--- config.mk ---
export PLATFORM = sky130hd
export DESIGN_NAME = adc_multich_stream_packer
export DESIGN_NICKNAME = d
export VERILOG_FILES = /design/src/rtl/adc_multich_stream_packer.sv
export SDC_FILE = /design/constraint.sdc
export NUM_CORES = 1
export LEC_CHECK = 0
export CORE_UTILIZATION = 45
export DETAILED_ROUTE_END_ITERATION = 12
export SYNTH_ARGS = -nofsm -noshare
export SYNTH_HDL_FRONTEND = slang
export SYNTH_SLANG_ARGS = --single-unit
--- constraint.sdc ---
create_clock -name m_axis_aclk -period 3.8 [get_ports m_axis_aclk]
set_input_delay 0.38 -clock m_axis_aclk [delete_from_list [all_inputs] [get_ports m_axis_aclk]]
set_output_delay 0.38 -clock m_axis_aclk [all_outputs]
set_load 0.01 [all_outputs]
--- src/rtl/adc_multich_stream_packer.sv ---
// adc_multich_stream_packer
// Buffers NUM_CH parallel ADC sample lanes into one AXI-Stream master per channel.
// Each channel has its own FWFT FIFO, output formatting with an optional overrange tag,
// tlast framing, a saturating drop counter and a sticky overrange flag.
module adc_multich_stream_packer #(
    parameter int unsigned NUM_CH     = 2,
    parameter int unsigned DATA_WIDTH = 14,
    parameter int unsigned FIFO_DEPTH = 16,
    parameter int unsigned FRAME_LEN  = 256
) (
    input  logic                     m_axis_aclk,
    input  logic                     reset,
    input  logic                     enable,
    input  logic                     fmt_or_tag,
    input  logic                     cnt_clr,
    input  logic                     s_valid,
    input  logic [NUM_CH*DATA_WIDTH-1:0] s_data,
    input  logic [NUM_CH-1:0]        s_or,
    output logic                     adc_ready,
    output logic [NUM_CH-1:0]        m_axis_tvalid,
    input  logic [NUM_CH-1:0]        m_axis_tready,
    output logic [NUM_CH*16-1:0]     m_axis_tdata,
    output logic [NUM_CH-1:0]        m_axis_tlast,
    output logic [NUM_CH*16-1:0]     drop_cnt,
    output logic [NUM_CH-1:0]        or_sticky
);

    localparam int unsigned PW = $clog2(FIFO_DEPTH);
    localparam int unsigned CW = PW + 1;
    localparam int unsigned EW = DATA_WIDTH + 1;
    localparam int unsigned FW = (FRAME_LEN > 1) ? $clog2(FRAME_LEN) : 1;
    localparam logic [CW-1:0] FULL_CNT  = CW'(FIFO_DEPTH);
    localparam logic [FW-1:0] LAST_BEAT = FW'(FRAME_LEN - 1);

    // FIFO entry layout: {overrange, sample}
    logic [EW-1:0] mem_q [NUM_CH][FIFO_DEPTH];

    logic [NUM_CH-1:0][PW-1:0] wr_ptr_q, wr_ptr_d;
    logic [NUM_CH-1:0][PW-1:0] rd_ptr_q, rd_ptr_d;
    logic [NUM_CH-1:0][CW-1:0] count_q, count_d;
    logic [NUM_CH-1:0][FW-1:0] frame_q, frame_d;
    logic [NUM_CH-1:0][15:0]   drop_q, drop_d;
    logic [NUM_CH-1:0][15:0]   tdata_q, tdata_d;
    logic [NUM_CH-1:0]         tvalid_q, tvalid_d;
    logic [NUM_CH-1:0]         tlast_q, tlast_d;
    logic [NUM_CH-1:0]         or_q, or_d;
    logic                      ready_q, ready_d;

    logic [NUM_CH-1:0]         full;
    logic [NUM_CH-1:0]         push;
    logic [NUM_CH-1:0]         drop;
    logic [NUM_CH-1:0]         pop;
    logic [NUM_CH-1:0][EW-1:0] wdata;
    logic [NUM_CH-1:0][EW-1:0] head;

    // Map a FIFO entry to the 16-bit output word in the selected format.
    function automatic logic [15:0] fmt_word(input logic [EW-1:0] e, input logic tag);
        logic [15:0] w;
        if (tag) begin
            w     = '0;
            w[15] = e[EW-1];
        end else begin
            w = {16{e[DATA_WIDTH-1]}};
        end
        w[DATA_WIDTH-1:0] = e[DATA_WIDTH-1:0];
        return w;
    endfunction

    // Per-channel next-state: push/drop/pop decisions, pointers, framing, counters, output word.
    always_comb begin
        full     = '0;
        push     = '0;
        drop     = '0;
        pop      = '0;
        wdata    = '0;
        head     = '0;
        wr_ptr_d = wr_ptr_q;
        rd_ptr_d = rd_ptr_q;
        count_d  = count_q;
        frame_d  = frame_q;
        drop_d   = drop_q;
        tdata_d  = '0;
        tvalid_d = '0;
        tlast_d  = '0;
        or_d     = or_q;
        ready_d  = 1'b1;
        for (int unsigned c = 0; c < NUM_CH; c++) begin
            // Fullness is taken before any same-cycle pop, so a push into a full FIFO drops.
            full[c]  = (count_q[c] == FULL_CNT);
            push[c]  = s_valid && enable && !full[c];
            drop[c]  = s_valid && enable && full[c];
            pop[c]   = tvalid_q[c] && m_axis_tready[c];
            wdata[c] = {s_or[c], s_data[c*DATA_WIDTH +: DATA_WIDTH]};

            wr_ptr_d[c] = push[c] ? wr_ptr_q[c] + 1'b1 : wr_ptr_q[c];
            rd_ptr_d[c] = pop[c]  ? rd_ptr_q[c] + 1'b1 : rd_ptr_q[c];
            count_d[c]  = count_q[c] + CW'(push[c]) - CW'(pop[c]);

            // New head lands in the same cycle it is written when the FIFO drains to empty.
            head[c] = (push[c] && (wr_ptr_q[c] == rd_ptr_d[c])) ? wdata[c]
                                                                 : mem_q[c][rd_ptr_d[c]];

            if (pop[c]) begin
                frame_d[c] = (frame_q[c] == LAST_BEAT) ? '0 : frame_q[c] + 1'b1;
            end

            tvalid_d[c] = (count_d[c] != '0);
            tdata_d[c]  = tvalid_d[c] ? fmt_word(head[c], fmt_or_tag) : '0;
            tlast_d[c]  = tvalid_d[c] && (frame_d[c] == LAST_BEAT);

            if (cnt_clr) begin
                drop_d[c] = drop[c] ? 16'd1 : 16'd0;
            end else if (drop[c] && (drop_q[c] != 16'hFFFF)) begin
                drop_d[c] = drop_q[c] + 16'd1;
            end

            or_d[c] = (s_valid && enable && s_or[c]) || (or_q[c] && !cnt_clr);

            if (count_d[c] == FULL_CNT) begin
                ready_d = 1'b0;
            end
        end
    end

    // Control and status registers with synchronous reset.
    always_ff @(posedge m_axis_aclk) begin
        if (reset) begin
            wr_ptr_q <= '0;
            rd_ptr_q <= '0;
            count_q  <= '0;
            frame_q  <= '0;
            drop_q   <= '0;
            tdata_q  <= '0;
            tvalid_q <= '0;
            tlast_q  <= '0;
            or_q     <= '0;
            ready_q  <= 1'b0;
        end else begin
            wr_ptr_q <= wr_ptr_d;
            rd_ptr_q <= rd_ptr_d;
            count_q  <= count_d;
            frame_q  <= frame_d;
            drop_q   <= drop_d;
            tdata_q  <= tdata_d;
            tvalid_q <= tvalid_d;
            tlast_q  <= tlast_d;
            or_q     <= or_d;
            ready_q  <= ready_d;
        end
    end

    // FIFO storage; contents need no reset because the pointers define validity.
    always_ff @(posedge m_axis_aclk) begin
        for (int unsigned c = 0; c < NUM_CH; c++) begin
            if (push[c]) begin
                mem_q[c][wr_ptr_q[c]] <= wdata[c];
            end
        end
    end

    assign adc_ready     = ready_q;
    assign m_axis_tvalid = tvalid_q;
    assign m_axis_tdata  = tdata_q;
    assign m_axis_tlast  = tlast_q;
    assign drop_cnt      = drop_q;
    assign or_sticky     = or_q;

endmodule
==> impl_results.md <==
* Run status: complete, but fails checks
* Failing checks: DRC
* TritonCTS buffer count at 66
* Worst clock skew at 0.0266 ns
* Post-synth EDFFs at between 400 and 500
* Initial Util at 0.459
* Final min period at 3.53 ns
* Initial antenna violation count at 1
* Core Area at 52900 um2
* I/O pins at 109
* H-tree lvl count at 3
* Worst Setup Start Kind: register
* Number of global-route vias before repair at 13.8k
* Root Driver: clkbuf_16
* Main flop type after synthesis: edfxtp_1
* CTS tree: yes
* Rows at 84
* Ys Warns at 0
* Ant. Diodes at 0
* Port Buffers at 108
* Sequential Power Share at 0.439
* Die area at 54800 um2
* Fin cells at 2470
* Routed Antenna Nets at 0
* Worst setup EP type: register
* Net Sw Power at 4410 uW
* Area Growth Syn to Fin at 18.6%
* Final Hold Fails at 0
* Routed via count at between 10k and 15k
* GR Overflow Total at 0
* Min-delay src: reset
* Iteration-0 DRC Markers at 1101
* Inst Count DP at about 2.4k
* Worst EP arrival at 4.06 ns
* Switch share at 0.258
* Synthesized netlist cell count at 1558
* Worst VDD drop at 369 uV
* Seq cells post-synth at 593
* Final RePlAce weighted congestion at 0.788
* Clk buf depth at 3
* Layout cell share with drive strength beyond 1 at 0.163
* Total track usage at 0.207
* Slew margin rel. at 0.369
* Post-synth top cells: 480 x edfxtp_1, 113 x dfxtp_1, 102 x nor2_1, 99 x mux2i_1, 80 x nand2_1
* Cell Area, Synth at 24300 um2
* Hold Path Class: primary input to register
* Part of the cycle the worst path needs at 0.930
* First-pass GRT wire length at ~84 mm
* FF-to-FF Start: count_q[3]
* DRT Pass-1 Iters at 9
* Syn Area/Cell at around 16 um2
* Cell area power density at 594 nW/um2
* Critical Path Start: count_q[3]
* Pin count of the biggest net entering global routing at 49
* CP required at 4.32 ns
* Leading area contributor after synthesis: edfxtp_1
* Least-Margin Pin Slew at 0.939 ns
* Register area share after synthesis at 0.687
* Max-slew violations at 0
* Worst hold path cell count at 2
* Drt total wl at 55.9 mm
* Most frequent cell after synthesis: edfxtp_1
* Die X at between 200 and 250 um
* Post-synthesis async set-or-reset flop share at 0
* # hold bufs at CTS at 0
* Die H at 234 um
* Clock Power Share at 0.362
* Worst Path Max Fanout at 13
* Finished Core Util at 0.544
* Leading post-synthesis cells by cell area: edfxtp_1 59%, dfxtp_1 9.3%, mux4_2 6.5%
* Yosys cell types at 72
* Final setup viols at 0
* Reg clk slew, reported paths at ~0.06 ns
* Routed len/inst at 22.6 um
* FF-to-FF path depth at 17
* Syn nets at 1624
* Area share of the largest cell type after synthesis at 0.594
* Via-to-Cell Ratio at 5.69
* Final #Nets at 1796
* Layout fillers at 4200
* Comb pwr share at 0.198
* Sink Count at just under 600
* Reg2reg setup slack at ~0.27 ns
* R2r endpoint: m_axis_tdata[6]
* RSZ-0062 raised after global routing: no
* Final hold slack at 0.314 ns
* DRC at 8
* Max Fclk at 283 MHz
* Post-Route Setup TNS at 0 ns
* DP HPWL at 33.8 mm
* Max_cap viols at 0
* Clk_lat worst skew at 0.60 ns
* LEAKAGE at around 0.010 uW
* Hold Path Sink: frame_q[15]
* Kind of critical path: register to register
* Internal power at 12700 uW
cell type report:
| cell class | count | area [um2] | share of cell area |
|---|---|---|---|
| clock inverters | 27 | 287 | 0.00996 |
| repair buffers | 186 | 1750 | 0.0608 |
| well taps | 688 | 861 | 0.0299 |
| clock buffers | 93 | 1820 | 0.0634 |
| multi-input cells | 855 | 7260 | 0.252 |
| inverters | 28 | 110 | 0.00383 |
| flip-flops and latches | 593 | 16700 | 0.580 |
how the worst max path moves through the flow:
| stage | end | slack, ns | cells after the start |
|---|---|---|---|
| global placement | m_axis_tdata[22] | 0.18 | 15 |
| detailed placement | m_axis_tdata[6] | 0.01 | 16 |
| global route | m_axis_tdata[6] | 0.02 | 17 |
| CTS | m_axis_tdata[6] | 0.16 | 17 |
| floorplan | m_axis_tdata[10] | 0.32 | 17 |
| finish | m_axis_tdata[6] | 0.27 | 17 |
registers in the layout (all words and copies together) (netlist names):
signal,cells
mem_q,480
frame_q,16
m_axis_tdata,32
count_q,10
adc_ready,1
m_axis_tlast,2
or_sticky,2
drop_cnt,32
rd_ptr_q,8
wr_ptr_q,8
m_axis_tvalid,2
per-stage QoR:
stage	instance area (um2)	power, uW	setup WS [ns]
2_1_floorplan	24300	9800	0.322
3_3_place_gp	26600	11000	0.177
3_5_place_dp	26600	11100	0.0135
4_1_cts	28800	17300	0.161
5_1_grt	28800	17800	0.0250
6_report	28800	17100	0.265
kinds of logic (layout without fill, tap and decap cells):
kind of cell | count (synthesis) | in the layout | share of synthesized area
multiplexers | 181 | 181 | 0.112
flip-flops | 593 | 593 | 0.687
AND/OR/NAND/NOR | 348 | 348 | 0.0688
AO/OA/AOI/OAI | 235 | 235 | 0.0724
buffers and inverters | 110 | 334 | 0.0190
XOR/XNOR | 63 | 63 | 0.0255
adder cells (fa/ha/maj) | 28 | 28 | 0.0151
worst max-delay path, cell delays in order, from the launching register on:
cell,delay (ns)
dfxtp_1,0.32
inv_1,0.08
ha_1,0.13
nor4bb_2,0.33
nor2_1,0.11
inv_1,0.11
ha_1,0.24
inv_1,0.06
ha_1,0.15
inv_1,0.05
fa_1,0.39
nand2b_1,0.17
a21oi_1,0.20
o21ai_0,0.15
a41oi_1,0.31
and2_0,0.21
buf_4,0.25
a32o_1,0.20
power groups by stage:
stage	Sequential (uW)	Clock (uW)	Combinational, uW
detailed placement	7650	0	3400
finish	7510	6190	3390
global route	7530	6560	3670
CTS	7520	6350	3420
floorplan	7640	0	2160
global placement	7650	0	3340
timing repair:
| action | CTS | global route |
|---|---|---|
| endpoints found under the setup margin | 0 | 19 |
| resized for setup | 0 | 2 |
| buffers inserted | 0 | 0 |
layout by cell type, fill, tap and decap left out, types with 7 or more instances in the layout:
cell type        count
nand4_1             14
nor3_1              13
a211oi_1            25
nand2b_1             9
clkinv_1             9
a211o_1              9
clkbuf_16           67
a22oi_1             46
mux2_2              11
a21oi_1             38
nand2_1             80
xnor2_1             22
mux2i_1             99
nand3_1             50
a32o_1              13
nor2_1              93
clkbuf_1            21
a22o_1              26
or3_1                7
clkdlybuf4s50_1    107
mux4_2              70
ha_1                26
o211ai_1            13
nor3_2               8
nor2_2              10
o21ai_0             18
xor2_1              34
buf_4               71
and3_1               7
buf_12               7
edfxtp_1           480
nor2b_1             31
inv_1               27
dfxtp_1            113
clkinv_2             7
per-layer routing:
metal	routed length [um]	track usage	up-vias	share of wire
met5	8	0	-	0.00014
met4	1150	0.0692	2	0.021
met1	26000	0.300	7175	0.46
met3	2810	0.0349	78	0.050
li1	-	-	6422	-
met2	26000	0.316	387	0.46
No activity file was read; power rests on OpenSTA's default activity.
